$ cat config.mk
export PLATFORM = sky130hd
export DESIGN_NAME = mem_port_arbiter
export DESIGN_NICKNAME = d
export VERILOG_FILES = /design/src/rtl/icache_pkg.sv /design/src/rtl/mem_port_arbiter_rr_pick.sv /design/src/rtl/mem_port_arbiter.sv
export SDC_FILE = /design/constraint.sdc
export NUM_CORES = 1
export LEC_CHECK = 0
export ABC_AREA = 1
export BUFFER_PORTS_ARGS = -buffer_cell sky130_fd_sc_hd__buf_2
export CORE_ASPECT_RATIO = 1.25
export CORE_MARGIN = 5
export CORE_UTILIZATION = 41
export CTS_CLUSTER_SIZE = 24
export DETAILED_ROUTE_END_ITERATION = 6
export GPL_TIMING_DRIVEN = 0
export PLACE_DENSITY_LB_ADDON = 0.15
export SYNTH_ARGS = -nofsm -noshare
export SYNTH_HDL_FRONTEND = slang
export SYNTH_SLANG_ARGS = --single-unit
$ cat constraint.sdc
create_clock -name clk -period 1.8 [get_ports clk]
set_clock_uncertainty 0.2 [all_clocks]
set_input_delay 0.36 -clock clk [delete_from_list [all_inputs] [get_ports clk]]
set_output_delay 0.36 -clock clk [all_outputs]
set_load 0.02 [all_outputs]
$ cat src/rtl/icache_pkg.sv
// icache_pkg: shared arbiter state encodings, width defaults and index-width helper
package icache_pkg;
  localparam logic [1:0] ARB_IDLE = 2'd0;
  localparam logic [1:0] ARB_BUSY = 2'd1;
  localparam logic [1:0] ARB_DONE = 2'd2;
  localparam int ADDR_W_DEF = 32;
  localparam int DATA_W_DEF = 32;
  function automatic int idx_w(input int n);
    return n > 1 ? $clog2(n) : 1;
  endfunction
endpackage

$ cat src/rtl/mem_port_arbiter_rr_pick.sv
// rr_pick: combinational round-robin picker, first set request at or above ptr, wrapping
module rr_pick
  import icache_pkg::*;
#(
  parameter int N = 2,
  localparam int IW = idx_w(N)
) (
  input  logic [N-1:0]  req,
  input  logic [IW-1:0] ptr,
  output logic [N-1:0]  grant,
  output logic [IW-1:0] idx,
  output logic          any
);
  logic [N-1:0]  rot;
  logic [IW-1:0] off;
  logic [IW:0]   sum;
  assign rot = N'({req, req} >> ptr);
  assign any = |req;
  always_comb begin
    off = '0;
    for (int k = N - 1; k >= 0; k--) off = rot[k] ? IW'(k) : off;
    sum = {1'b0, ptr} + {1'b0, off};
    idx = (sum >= (IW+1)'(N)) ? IW'(sum - (IW+1)'(N)) : IW'(sum);
    grant = any ? N'(1) << idx : '0;
  end
endmodule

$ cat src/rtl/mem_port_arbiter.sv
// mem_port_arbiter: round-robin sharing of one memory port, one transaction in flight; MEM_ARB_STATS_EN adds counters
module mem_port_arbiter
  import icache_pkg::*;
#(
  parameter int NUM_REQ = 2,
  parameter int ADDR_W = ADDR_W_DEF,
  parameter int DATA_W = DATA_W_DEF,
  localparam int IW = idx_w(NUM_REQ)
) (
  input  logic                      clk,
  input  logic                      reset,
  input  logic [NUM_REQ-1:0]        req_valid,
  input  logic [NUM_REQ*ADDR_W-1:0] req_addr,
  output logic [NUM_REQ-1:0]        req_ready,
  output logic [DATA_W-1:0]         req_rdata,
  output logic                      mem_req_valid,
  output logic [ADDR_W-1:0]         mem_req_addr,
  input  logic                      mem_req_ready,
  input  logic [DATA_W-1:0]         mem_req_rdata,
  output logic [IW-1:0]             grant_id,
`ifdef MEM_ARB_STATS_EN
  output logic [NUM_REQ*32-1:0]     grant_count,
  output logic [31:0]               wait_cycles,
`endif
  output logic                      busy
);
  logic [1:0]         state;
  logic [IW-1:0]      rr_ptr;
  logic [NUM_REQ-1:0] pick_grant;
  logic [IW-1:0]      pick_idx;
  logic               pick_any;
  logic [ADDR_W-1:0]  sel_addr;
  rr_pick #(.N(NUM_REQ)) u_pick (
    .req(req_valid),
    .ptr(rr_ptr),
    .grant(pick_grant),
    .idx(pick_idx),
    .any(pick_any)
  );
  always_comb begin
    sel_addr = '0;
    for (int i = 0; i < NUM_REQ; i++) sel_addr |= pick_grant[i] ? req_addr[i*ADDR_W +: ADDR_W] : '0;
  end
  assign busy = state == ARB_BUSY;
  assign req_ready = (busy && mem_req_ready) ? NUM_REQ'(1) << grant_id : '0;
  assign req_rdata = mem_req_rdata;
  always_ff @(posedge clk) begin
    if (reset) begin
      state <= ARB_IDLE;
      mem_req_valid <= 1'b0;
      mem_req_addr <= '0;
      grant_id <= '0;
      rr_ptr <= '0;
    end else if (state == ARB_IDLE) begin
      if (pick_any) begin
        grant_id <= pick_idx;
        mem_req_addr <= sel_addr;
        mem_req_valid <= 1'b1;
        state <= ARB_BUSY;
      end
    end else if (state == ARB_BUSY) begin
      if (mem_req_ready) begin
        mem_req_valid <= 1'b0;
        rr_ptr <= (grant_id == IW'(NUM_REQ - 1)) ? '0 : grant_id + IW'(1);
        state <= ARB_DONE;
      end
    end else begin
      state <= ARB_IDLE;
    end
  end
`ifdef MEM_ARB_STATS_EN
  logic [NUM_REQ-1:0] owned;
  assign owned = busy ? NUM_REQ'(1) << grant_id : '0;
  always_ff @(posedge clk) begin
    if (reset) begin
      grant_count <= '0;
      wait_cycles <= '0;
    end else begin
      for (int i = 0; i < NUM_REQ; i++)
        if (req_ready[i] && grant_count[i*32 +: 32] != '1) grant_count[i*32 +: 32] <= grant_count[i*32 +: 32] + 32'd1;
      if (|(req_valid & ~owned) && wait_cycles != '1) wait_cycles <= wait_cycles + 32'd1;
    end
  end
`endif
endmodule

======== After elaboration in Yosys (flattened, before gate mapping) ========
Cells that the tools add are included.
W data, S select, Z words.
word-level totals
  bits in registers ....................... 37
  input bits .............................. 101
  output and inout port bits .............. 69
  word-level logic and storage cells ...... 42
cells by class
  $add $sub $neg .......................... 3
  order comparisons ....................... 1
  equality and inequality tests ........... 3
  shift operators ......................... 3
  mux-type cells .......................... 16
  bitwise logic cells ..................... 2
  reduce and logical (&&, ||, !) cells .... 9
operators by type and width
  cell                   number
  $mux W32               2
  $or A32 B32 Y32        1
  $mux W2                6
  $mux W1                8
  $reduce_and A3 Y1      2
  $reduce_and A2 Y1      2
  $reduce_bool A2 Y1     2
  $shl A1 B1 Y2 const A  2
  $shr A4 B1 Y2          1
  $ne A3 B2 Y1 const B   1
  $add A1 B1 Y2          1
  $eq A2 B1 Y1 const B   1
  $ge A2 B2 Y1 const B   1
  $logic_not A2 Y1       1
  $ne A2 B1 Y1 const B   1
  $reduce_or A2 Y1       1
  $add A1 B1 Y1 const B  1
  $logic_and A1 B1 Y1    1
  $not A1 Y1             1
  $sub A1 B1 Y1 const B  1

======== Longest topological paths before layout ========
  depth after elaboration ................. 10
  depth in mapped cells ................... 7
  mapped depth without buffers ............ 6

======== Cells and area by module ========
From an unflattened synthesis, not the netlist that was laid out.
second synthesis, totals
  cell total of the unflattened synthesis .. 374
  area, all modules ....................... 2180.8 um2
by module, submodules not included
  module            times used  cells an instance  area each (um2)  sequential area each (um2)
  mem_port_arbiter  1           365                2143.3           740.7
  rr_pick           1           9                  37.5             0.0

======== Worst setup path before layout ========
Ideal clock, no wire load.
  path kind ............................... reg-to-output
  start point ............................. register state[0]
  end point ............................... output req_ready[1]
  data arrival time ....................... 1.222 ns
  data required time ...................... 1.240 ns
  slack ................................... 0.018 ns
  stages on the path, launching flop included .. 5
  path buffers ............................ 0
  cells stage by stage .................... dfxtp_1 > inv_1 > nor2_1 > nand2_1 > nor2_1
between the ends
  word-level cells in the longest chain between the ends .. 3
RTL lines
  what                    line                    source
  from (decl)             mem_port_arbiter.sv:27  logic [1:0] state;
  from (signal assigned)  mem_port_arbiter.sv:49  state <= ARB_IDLE;
  from (signal assigned)  mem_port_arbiter.sv:59  state <= ARB_BUSY;
  from (signal assigned)  mem_port_arbiter.sv:65  state <= ARB_DONE;
  $eq A2 B1 Y1            mem_port_arbiter.sv:44  assign busy = state == ARB_BUSY;
  named net busy          mem_port_arbiter.sv:25  output logic busy
  $logic_and A1 B1 Y1     mem_port_arbiter.sv:45  assign req_ready = (busy && mem_req_ready) ? NUM_REQ'(1) << grant_id : '0;
  $mux W2                 mem_port_arbiter.sv:45
  to (decl)               mem_port_arbiter.sv:14  output logic [NUM_REQ-1:0] req_ready,
The timed path passes the listed nets, and every way through them passes these cells.

======== Worst setup path after layout ========
  start point ............................. register state[0]
  end point ............................... output req_ready[0]
between the ends
  word-level cells in the longest chain between the ends .. 3
RTL lines
  what                 line
  $eq A2 B1 Y1         mem_port_arbiter.sv:44
  $logic_and A1 B1 Y1  mem_port_arbiter.sv:45
  $mux W2              mem_port_arbiter.sv:45
Every way passes these cells.

==> qor.yml <==
layout:
  final_util_pct: 56.53
  drive_above_1_share_pct: 37.43
  final.fill_count: 597
  diodes: 0
  final_nets: 621
  area_growth_pct: 36.51
route:
  firstDrtPassIters: 4
  routedWlPerCell_um: 11.18
  remaining_drc_errors: 0
  vias: 2589
  drtIter0Drc: 112
  drtAntennaViolNets: 0
  wirelength_mm: 6.564
  vias_per_cell: 4.411
cts:
  clock_sinks: 37
  numCtsBuffers: 5
  cts_tree: "built"
  cts_max_level: 2
  cts_root_buffer: "clkbuf_8"
  clock_latency_ps: 280
  cts_resized: 1
  cts_buffer_depth: 2
  clk_pin_slew_ps: 70
  post_cts_buffers: 0
  hold_buffers: 0
logic_synthesis:
  synth_edf_count: 0
  synthArstFlopShare_pct: 0
  ys_ff_latch: 37
  yosysSeqAreaShare_pct: 31.37
  yosysMostFrequentCell: "nand2_1"
  yosys_most_used_dff: "dfxtp_1"
  synth_top_area_cell: "dfxtp_1"
  synth_area_leaders: "dfxtp_1 31%, nand2_1 17%, buf_4 12%"
  syn_area_sq_mm: 0.002361
  ys_types: 17
  synth_common_cells: "105 x nand2_1, 69 x nor2_1, 38 x inv_1"
  yosysTopAreaCellShare_pct: 31.37
  ys.warnings.count: 0
  synth_fp_nets: 478
  synth.avg_cell_area_sq_um: 6.263
  synthCells: 377
placement:
  gp_congestion: 0.8085
  pre_cts_ws_ps: 136.2
  hpwlAfterDp_mm: 5.316
  io_buffers: 136
die:
  die_h_um: 94.84
  die_area_sq_mm: 0.007386
  start_util_pct: 41.41
  io_pins: 170
  die_x_um: 77.88
  core-area_sq_mm: 0.005702
  core.rowCount: 31
timing:
  period_share_pct: 93.81
  worst_slew_pin_slew_ps: 478.7
  slew_headroom_pct: 68.09
  setup_violations: 0
  max_freq_ghz: 0.5922
  hold_ws_ps: 101.4
  hold_viol_final: 0
  finalSetupTns_ps: 0
  setup_ws_ps: 111.4
  period_needed_ps: 1689
  drv_slew: 0
grt:
  grt_pass1_wl_mm: 10.65
  grt_overflow: 0
  grtUsageTotal_pct: 17.73
  grt_pass1_vias: 2461
  antenna_found_initial: 0
  grt_start_max_net_pins: 13
setup_path:
  cp-start-kind: "flop"
  crit_arrival_ps: 1130
  crit_type: "flop to primary output"
  cp.required_ps: 1240
  path_max_fanout: 4
  timing.reg2reg.setup_slack_ps: 350
  endpoint_kind: "primary output"
job:
  maxCapViolCount: 0
pwr:
  max-vdd-ir-drop_uv: 412.9
  power_density_mw_per_mm2: 733.4
  leakagePower_uw: 0.001853
run_status:
  status: "finished, final reports clean"
worst_hold_path:
  hold_path_class: "input port to flop"
==> per-stage QoR <==
step / cells / instance area [sq um] / total power [uW]
2_1_floorplan: 377 / 2361 / 1557
3_3_place_gp: 579 / 3124 / 1821
3_5_place_dp: 579 / 3124 / 1836
4_1_cts: 587 / 3213 / 2400
5_1_grt: 587 / 3223 / 2540
6_report: 587 / 3223 / 2364
==> registers in the layout, indices dropped and copies added, names as in the netlist <==
signal,count
mem_req_addr,32
state,2
grant_id,1
mem_req_valid,1
rr_ptr,1
==> layer usage <==
layer | up-vias | track usage (%) | wire [um]
li1 | 1396 | - | -
met1 | 1087 | 19.65 | 2520
met2 | 102 | 31.96 | 3384
met3 | 4 | 5.534 | 612
met4 | 0 | 5.587 | 46
met5 | - | 0 | 0
==> logic make-up (layout without fill, tap and decap cells) <==
| group | Yosys count | count (layout) | share of synthesized area [%] |
|---|---|---|---|
| DFF | 37 | 37 | 31.37 |
| and+or+nand+nor | 209 | 209 | 35.19 |
| AOI/OAI and AO/OA | 37 | 37 | 11.39 |
| buffers and inverters | 94 | 238 | 22.05 |
==> power by group <==
group | switching [uW] | leakage [uW] | total, uW | internal, uW
Sequential | 43.5 | 0.000307 | 954 | 911
Combinational | 503 | 0.00150 | 854 | 350
Clock | 289 | 0.0000439 | 556 | 267
Total | 836 | 0.00185 | 2360 | 1530
==> layout make-up <==
class,instances,area [sq um],area share (%)
plain buffers,55,374.1,11.61
clock buffers,5,68.82,2.135
multi-input cells,246,1110,34.43
well taps,66,82.58,2.562
repair buffers,136,683.2,21.20
inverters,39,146.4,4.542
clock inverters,3,17.52,0.5435
flip-flops and latches,37,740.7,22.98
==> critical path: stages, from the launching register on <==
cell and delay [ps]:
dfxtp_1 330, inv_1 70, nor2_4 120, nand3_1 110, inv_1 60, buf_2 150
==> path summary, 6_finish.rpt <==
kind                            cells after the start                       endpoint                  start
worst max-delay path                                5                   req_ready[0]  state[0]$_SDFFE_PP0P_
worst min-delay path                                2            rr_ptr$_SDFFE_PP0P_                  reset
worst max register to register                      7  mem_req_addr[16]$_SDFFE_PP0P_  state[0]$_SDFFE_PP0P_
worst min register to register                      2            rr_ptr$_SDFFE_PP0P_    rr_ptr$_SDFFE_PP0P_
==> cells in the final DEF (no fill, tap or decap), drive strengths merged <==
master | synthesis | layout
a21boi | 32 | 32
a21oi | 4 | 4
buf | 47 | 183
clkbuf | 8 | 13
clkinv | 0 | 2
clkinvlp | 0 | 1
dfxtp | 37 | 37
inv | 39 | 39
nand2 | 106 | 106
nand3 | 33 | 33
nor2 | 70 | 70
o21ai | 1 | 1
Note: power is estimated with default switching activity, not from simulation.
